File: src/rtl/hash_exact_matcher_pkg.sv
// hash_exact_matcher_pkg: shared FSM encodings and descriptor layout for the exact-match lookup.
package hash_exact_matcher_pkg;
  localparam logic [2:0] MTX_STATE_IDLE       = 3'd0;
  localparam logic [2:0] MTX_STATE_LOAD_KEY   = 3'd1;
  localparam logic [2:0] MTX_STATE_HASH       = 3'd2;
  localparam logic [2:0] MTX_STATE_LOAD_ENTRY = 3'd3;
  localparam logic [2:0] MTX_STATE_COMPARE    = 3'd4;
  localparam logic [2:0] MTX_STATE_DONE       = 3'd5;
  localparam int MTX_META_W = 27;
  // Sits directly above base_addr in cfg_data_i, valid at the top.
  typedef struct packed {
    logic       valid;
    logic [7:0] key_off;
    logic [4:0] key_len;
    logic [7:0] entry_len;
    logic [4:0] log2_depth;
  } mtx_meta_t;
endpackage

File: src/rtl/hash_exact_matcher_byte_burst_reader.sv
// byte_burst_reader: issues count sequential 1-byte reads from base; first address goes out in the go cycle.
module byte_burst_reader #(
  parameter int ADDR_W = 32,
  parameter int CW = 5
) (
  input  logic              clk,
  input  logic              rst_n,
  input  logic              go,
  input  logic [ADDR_W-1:0] base,
  input  logic [CW-1:0]     count,
  output logic              mem_ce,
  output logic [ADDR_W-1:0] mem_addr,
  output logic              byte_valid,
  output logic [CW-1:0]     byte_idx,
  output logic              done
);
  logic act, last;
  logic [ADDR_W-1:0] base_r;
  logic [CW-1:0] cnt_r, idx, cur_idx, cur_cnt;
  always_comb begin
    cur_idx = go ? '0 : idx;
    cur_cnt = go ? count : cnt_r;
    mem_ce = go | act;
    mem_addr = (go ? base : base_r) + ADDR_W'(cur_idx);
    done = byte_valid & last;
  end
  always_ff @(posedge clk or negedge rst_n)
    if (!rst_n) begin
      act <= 1'b0;
      last <= 1'b0;
      base_r <= '0;
      cnt_r <= '0;
      idx <= '0;
      byte_valid <= 1'b0;
      byte_idx <= '0;
    end else begin
      if (go) begin
        base_r <= base;
        cnt_r <= count;
      end
      idx <= cur_idx + 1'b1;
      act <= mem_ce && (cur_idx + 1'b1 != cur_cnt);
      last <= mem_ce && (cur_idx + 1'b1 == cur_cnt);
      byte_valid <= mem_ce;
      byte_idx <= cur_idx;
    end
endmodule

File: src/rtl/hash_exact_matcher.sv
// hash_exact_matcher: exact-match lookup of a packet key in one of several hash tables with linear probing.
module hash_exact_matcher
  import hash_exact_matcher_pkg::*;
#(
  parameter int ADDR_W = 32,
  parameter int KEY_BYTES = 16,
  parameter int NUM_TABLES = 4,
  parameter int NUM_WAYS = 2,
  parameter int PKT_BASE = 14
) (
  input  logic                          clk,
  input  logic                          rst_n,
  input  logic                          start_i,
  input  logic [$clog2(NUM_TABLES)-1:0] tab_id_i,
  output logic                          busy_o,
  input  logic                          cfg_we_i,
  input  logic [$clog2(NUM_TABLES)-1:0] cfg_tab_i,
  input  logic [2*ADDR_W-1:0]           cfg_data_i,
  output logic                          mem_ce_o,
  output logic                          mem_we_o,
  output logic [ADDR_W-1:0]             mem_addr_o,
  output logic [3:0]                    mem_width_o,
  input  logic [31:0]                   mem_data_i,
  output logic                          hash_start_o,
  output logic [8*KEY_BYTES-1:0]        hash_key_o,
  input  logic                          hash_ready_i,
  input  logic [31:0]                   hash_val_i,
  output logic                          match_valid_o,
  output logic                          hit_o,
  output logic                          err_o,
  output logic [$clog2(NUM_WAYS):0]     way_o,
  output logic [ADDR_W-1:0]             val_addr_o
);
  localparam int WW = $clog2(NUM_WAYS) + 1;
  localparam int CW = $clog2(KEY_BYTES + 2);
  localparam int KW = $clog2(KEY_BYTES);
  mtx_meta_t cfg_m [NUM_TABLES];
  logic [ADDR_W-1:0] cfg_b [NUM_TABLES];
  mtx_meta_t d, sel;
  logic [ADDR_W-1:0] d_base, ent_addr, rd_base;
  logic [2:0] state;
  logic kick, occ, mis, bad, ldk, rd_valid, rd_done, unused;
  logic [31:0] bkt, mask;
  logic [WW-1:0] w;
  logic [CW-1:0] rd_cnt, rd_idx;
  logic [0:KEY_BYTES-1][7:0] key;
  always_comb begin
    sel = cfg_m[tab_id_i];
    bad = !sel.valid || sel.key_len == '0 || int'(sel.key_len) > KEY_BYTES;
    mask = (32'd1 << d.log2_depth) - 32'd1;
    ent_addr = d_base + ADDR_W'((bkt + 32'(w)) & mask) * ADDR_W'(d.entry_len);
    ldk = state == MTX_STATE_LOAD_KEY;
    rd_base = ldk ? ADDR_W'(PKT_BASE) + ADDR_W'(d.key_off) : ent_addr;
    rd_cnt = ldk ? CW'(d.key_len) : CW'(d.key_len) + 1'b1;
    hash_start_o = state == MTX_STATE_HASH;
    hash_key_o = key;
    mem_we_o = 1'b0;
    mem_width_o = 4'd1;
    unused = ^{cfg_data_i[2*ADDR_W-1:ADDR_W+MTX_META_W], mem_data_i[31:8], d.valid};
  end
  byte_burst_reader #(.ADDR_W(ADDR_W), .CW(CW)) u_rd (
    .clk(clk), .rst_n(rst_n), .go(kick), .base(rd_base), .count(rd_cnt),
    .mem_ce(mem_ce_o), .mem_addr(mem_addr_o), .byte_valid(rd_valid),
    .byte_idx(rd_idx), .done(rd_done)
  );
  always_ff @(posedge clk or negedge rst_n)
    if (!rst_n)
      for (int i = 0; i < NUM_TABLES; i++) begin
        cfg_m[i] <= '0;
        cfg_b[i] <= '0;
      end
    else if (cfg_we_i) begin
      cfg_m[cfg_tab_i] <= mtx_meta_t'(cfg_data_i[ADDR_W +: MTX_META_W]);
      cfg_b[cfg_tab_i] <= cfg_data_i[ADDR_W-1:0];
    end
  always_ff @(posedge clk or negedge rst_n)
    if (!rst_n) begin
      state <= MTX_STATE_IDLE;
      kick <= 1'b0;
      occ <= 1'b0;
      mis <= 1'b0;
      bkt <= '0;
      w <= '0;
      key <= '0;
      d <= '0;
      d_base <= '0;
      busy_o <= 1'b0;
      match_valid_o <= 1'b0;
      hit_o <= 1'b0;
      err_o <= 1'b0;
      way_o <= '0;
      val_addr_o <= '0;
    end else begin
      kick <= 1'b0;
      case (state)
        MTX_STATE_IDLE: if (start_i) begin
          d <= sel;
          d_base <= cfg_b[tab_id_i];
          busy_o <= 1'b1;
          hit_o <= 1'b0;
          err_o <= bad;
          way_o <= WW'(NUM_WAYS);
          val_addr_o <= '0;
          key <= '0;
          match_valid_o <= bad;
          kick <= !bad;
          state <= bad ? MTX_STATE_DONE : MTX_STATE_LOAD_KEY;
        end
        MTX_STATE_LOAD_KEY: begin
          if (rd_valid) key[KW'(rd_idx)] <= mem_data_i[7:0];
          if (rd_done) state <= MTX_STATE_HASH;
        end
        MTX_STATE_HASH: if (hash_ready_i) begin
          bkt <= hash_val_i & mask;
          w <= '0;
          mis <= 1'b0;
          kick <= 1'b1;
          state <= MTX_STATE_LOAD_ENTRY;
        end
        MTX_STATE_LOAD_ENTRY: begin
          // Byte 0 is the occupied flag; key bytes are compared as they stream in.
          if (rd_valid) begin
            if (rd_idx == '0) occ <= mem_data_i[0];
            else if (mem_data_i[7:0] != key[KW'(rd_idx - 1'b1)]) mis <= 1'b1;
          end
          if (rd_done) state <= MTX_STATE_COMPARE;
        end
        MTX_STATE_COMPARE:
          if (occ && !mis) begin
            hit_o <= 1'b1;
            way_o <= w;
            val_addr_o <= ent_addr + ADDR_W'(d.key_len) + 1'b1;
            match_valid_o <= 1'b1;
            state <= MTX_STATE_DONE;
          end else if (!occ || w == WW'(NUM_WAYS - 1)) begin
            match_valid_o <= 1'b1;
            state <= MTX_STATE_DONE;
          end else begin
            w <= w + 1'b1;
            mis <= 1'b0;
            kick <= 1'b1;
            state <= MTX_STATE_LOAD_ENTRY;
          end
        MTX_STATE_DONE: begin
          match_valid_o <= 1'b0;
          busy_o <= 1'b0;
          state <= MTX_STATE_IDLE;
        end
        default: state <= MTX_STATE_IDLE;
      endcase
    end
endmodule
File: config.mk
export PLATFORM = sky130hd
export DESIGN_NAME = hash_exact_matcher
export DESIGN_NICKNAME = d
export VERILOG_FILES = /design/src/rtl/hash_exact_matcher_pkg.sv /design/src/rtl/hash_exact_matcher_byte_burst_reader.sv /design/src/rtl/hash_exact_matcher.sv
export SDC_FILE = /design/constraint.sdc
export NUM_CORES = 2
export LEC_CHECK = 0
export ABC_AREA = 1
export CAP_MARGIN = 0
export CORE_MARGIN = 4
export CORE_UTILIZATION = 45
export CTS_BUF_LIST = sky130_fd_sc_hd__clkbuf_4 sky130_fd_sc_hd__clkbuf_8 sky130_fd_sc_hd__clkbuf_16
export CTS_CLUSTER_SIZE = 28
export DETAILED_ROUTE_END_ITERATION = 8
export GPL_TIMING_DRIVEN = 0
export HOLD_SLACK_MARGIN = 0.02
export PLACE_DENSITY = 0.7
export SLEW_MARGIN = 5
export SYNTH_ARGS = -nofsm -noshare
export SYNTH_HDL_FRONTEND = slang
export SYNTH_SLANG_ARGS = --single-unit
File: constraint.sdc
create_clock -name clk -period 10.5 [get_ports clk]
set_input_delay 2.1 -clock clk [delete_from_list [all_inputs] [get_ports clk]]
set_output_delay 2.1 -clock clk [all_outputs]
set_load 0.02 [all_outputs]
==> results.yml <==
placed_design:
  io_buffers: 305
  postPlaceCellArea_sq_mm: 0.0393
  placed_cells: 5756
  dp_hpwl_mm: 93.6
  place.gp.congestion: 0.999
synth:
  synth-seq-area-share: 0.395
  ys.warnings.count: 0
  postSynthAreaPerCell_sq_um: 7.88
  yosysUniqueCellTypes: 60
  synth_cells: 4413
  ys_top_cells_by_area: "dfrtp_1 (40%), fa_1 (11%), nand2_1 (10%), o21ai_0 (8.4%), inv_1 (6.6%)"
  ys_top_cells_by_count: "nand2_1 (929), inv_1 (611), o21ai_0 (585)"
  synth_top_area_share: 0.395
  synth_top_cell_by_area: "dfrtp_1"
  synth-seq-cells: 549
  synth_ff_type: "dfrtp_1"
  yosys.cell_count.top_type: "nand2_1"
  synthesis.area_sq_mm: 0.0348
  async_flop_share: 1.00
  synth_edf_count: 0
timing:
  setup_violations: 0
  min_period_ps: 10090
  finalMaxSlewViolations: 0
  rsz0062_at_grt: "yes"
  slew_headroom: 0.241
  hold_violations: 0
  tightest_slew_ps: 1130
  fmax_ghz: 0.0991
  fin_crit_sh: 0.961
  whs_ps: 478
  fin_skew_ps: 53.9
pwr:
  max-vdd-ir-drop_v: 0.000372
  power_density_mw_per_mm2: 389
  p_leak_nw: 19.7
  switching_share: 0.538
  switching_power_w: 0.00882
  p_seq_frac: 0.196
  p_comb_frac: 0.668
  clockPowerShare: 0.135
  intPower_w: 0.00756
critical_path:
  crit_path_max_fanout: 6
  critical-path-top-delay-family: "simple AND/OR/NAND/NOR gates"
  critical_path.max_stage_delay_ps: 560
  worst_path_most_repeated_cell: "nand2_1"
  worst_setup_path_end_kind: "primary output"
  start_kind: "flip-flop"
  rr_startpoint: "d[3]"
  crit_buf_inv: 9
  crit_path_top_delay_cell: "fa_1"
  timing.critical_path.from: "w[0]"
  cp.required_ps: 8400
  arrival_ps: 7990
  path_class: "reg -> out"
global_routing:
  antenna_found_initial: 0
  grt_pass1_wl_mm: 189
  grt_usage: 0.295
  grt_pass1_vias: 32500
  busiest_layer: "met2"
  grt-ovfl-total: 0
  grt.met1_usage: 0.399
  grt_max_degree: 117
  grt_use_met2: 0.476
  grtUsageMet3: 0.0409
worst_hold_path:
  holdCritStartpoint: "val_addr_o[22]"
  hold_class: "reg -> reg"
routing:
  drtPass1Iterations: 6
  viasPerCell: 5.59
  wire_per_inst_um: 20.7
  drt_iter0_drc: 3560
  drc: 0
  wl_mm: 122
  ant_nets: 0
  vias: 32900
layout:
  fin_area_sq_mm: 0.0421
  drive_above_1_share: 0.0713
  layout.nets: 5197
  seq_area_sq_mm: 0.0137
  antennaDiodeCount: 0
  area_growth_pct: 21.0
  n_fill_cell: 7163
  fin_cells: 5885
  multi_input_area_sq_mm: 0.0184
  fin_util: 0.551
clock_network:
  clkLatencyLatePin_ps: 660
  htreeDepth: 2
  cts_sinks: 549
  numCtsBuffers: 59
  ctsRootBufferMaster: "clkbuf_16"
  path_clk_slew_ps: 60
  cts_hold_buf: 0
  cts_tree: "yes"
  clock_path_buffers: 3
die:
  chipHeight_um: 286
  die_w_um: 286
  coreArea_sq_mm: 0.0763
  die-area_sq_mm: 0.0818
  start_util: 0.456
  rows: 101
  io_pins: 342
run_status:
  status: "completed"
job:
  drv_cap: 0
final cells by class:
class | count | share of cell area
Tap cell | 1030 | 0.0306
Buffer | 204 | 0.0197
Multi-Input combinational cell | 3034 | 0.438
Sequential cell | 549 | 0.327
Timing Repair Buffer | 333 | 0.0796
Clock inverter | 22 | 0.00782
Clock buffer | 85 | 0.0417
Inverter | 628 | 0.0561
cells by family after synthesis:
logic type / count (synthesis) / share of synthesized area
other: 2 / 0.000216
buffers and inverters: 833 / 0.0910
AO/OA/AOI/OAI: 910 / 0.146
XOR/XNOR: 82 / 0.0213
AND/OR/NAND/NOR: 1786 / 0.216
adder cells (fa/ha/maj): 251 / 0.131
flip-flops: 549 / 0.395
flip-flops by register name, indices dropped and copies added, names as in the netlist, 26 cells and up:
register and flops:
cfg_b 128, hash_key_o 128, cfg_m 108, d_base 32, u_rd.base_r 32, val_addr_o 32
bkt 31, d 26
layer usage:
metal / share of wire / routed length (um)
met5: 0 / 0
met4: 0.052 / 6400
met3: 0.086 / 10500
met2: 0.46 / 55800
met1: 0.40 / 49300
cell usage in the layout, fill, tap and decap left out, drive strengths merged, types with 13 or more instances in the layout:
cell	Yosys	routed
clkdlybuf4s50	0	288
nand3	224	224
dfrtp	549	549
inv	623	624
fa	189	189
o22ai	118	118
clkinv	5	18
a211oi	14	14
a32o	14	14
o31ai	13	13
buf	26	59
nor2	473	473
nand2	945	945
a21oi	97	97
clkbuf	179	265
xnor2	25	25
o21ai	610	610
nand4	77	77
xor2	57	57
nor3	35	35
ha	62	62
nand3b	16	16
worst min-delay path: stages, from the launching register on:
cell and delay (ps):
dfrtp_1 340, nand2_1 50, nand2_1 50
final timing paths:
path,slack [ps],to,depth (start not counted)
setup / recovery,410,mem_addr_o[31],42
hold / removal,480,val_addr_o[22],2
setup reg to reg,3120,val_addr_o[27],36
hold reg to reg,480,val_addr_o[22],2
max in group asynchronous,6710,hash_key_o[70],5
min in group asynchronous,1300,cfg_b[26],1
power by group through the flow:
stage | Sequential (W) | Clock (W) | Combinational (W)
after floorplan | 0.00328 | 0 | 0.00667
after global placement | 0.00323 | 0 | 0.0102
after detailed placement | 0.00323 | 0 | 0.0103
after CTS | 0.00320 | 0.00223 | 0.0105
after global routing | 0.00327 | 0.00231 | 0.0121
final | 0.00322 | 0.00221 | 0.0109
what timing repair did:
item / CTS / global route
setup endpoints to repair: 27 / 22
endpoints found under the hold margin: 0 / 0
pin swaps: 3 / 15
gates resized for setup: 78 / 101
buffers inserted: 5 / 18
through the flow:
| stage | setup TNS, ps | power [W] | worst slack [ps] |
|---|---|---|---|
| finish | 0 | 0.0164 | 407 |
| global route | -114 | 0.0177 | -35.9 |
| CTS | 0 | 0.0160 | 2.33 |
| detailed placement | -5080 | 0.0135 | -461 |
| global placement | -9440070 | 0.0135 | -17370 |
| floorplan | 0 | 0.00995 | 1770 |
Note: power is estimated with default switching activity, not from simulation.
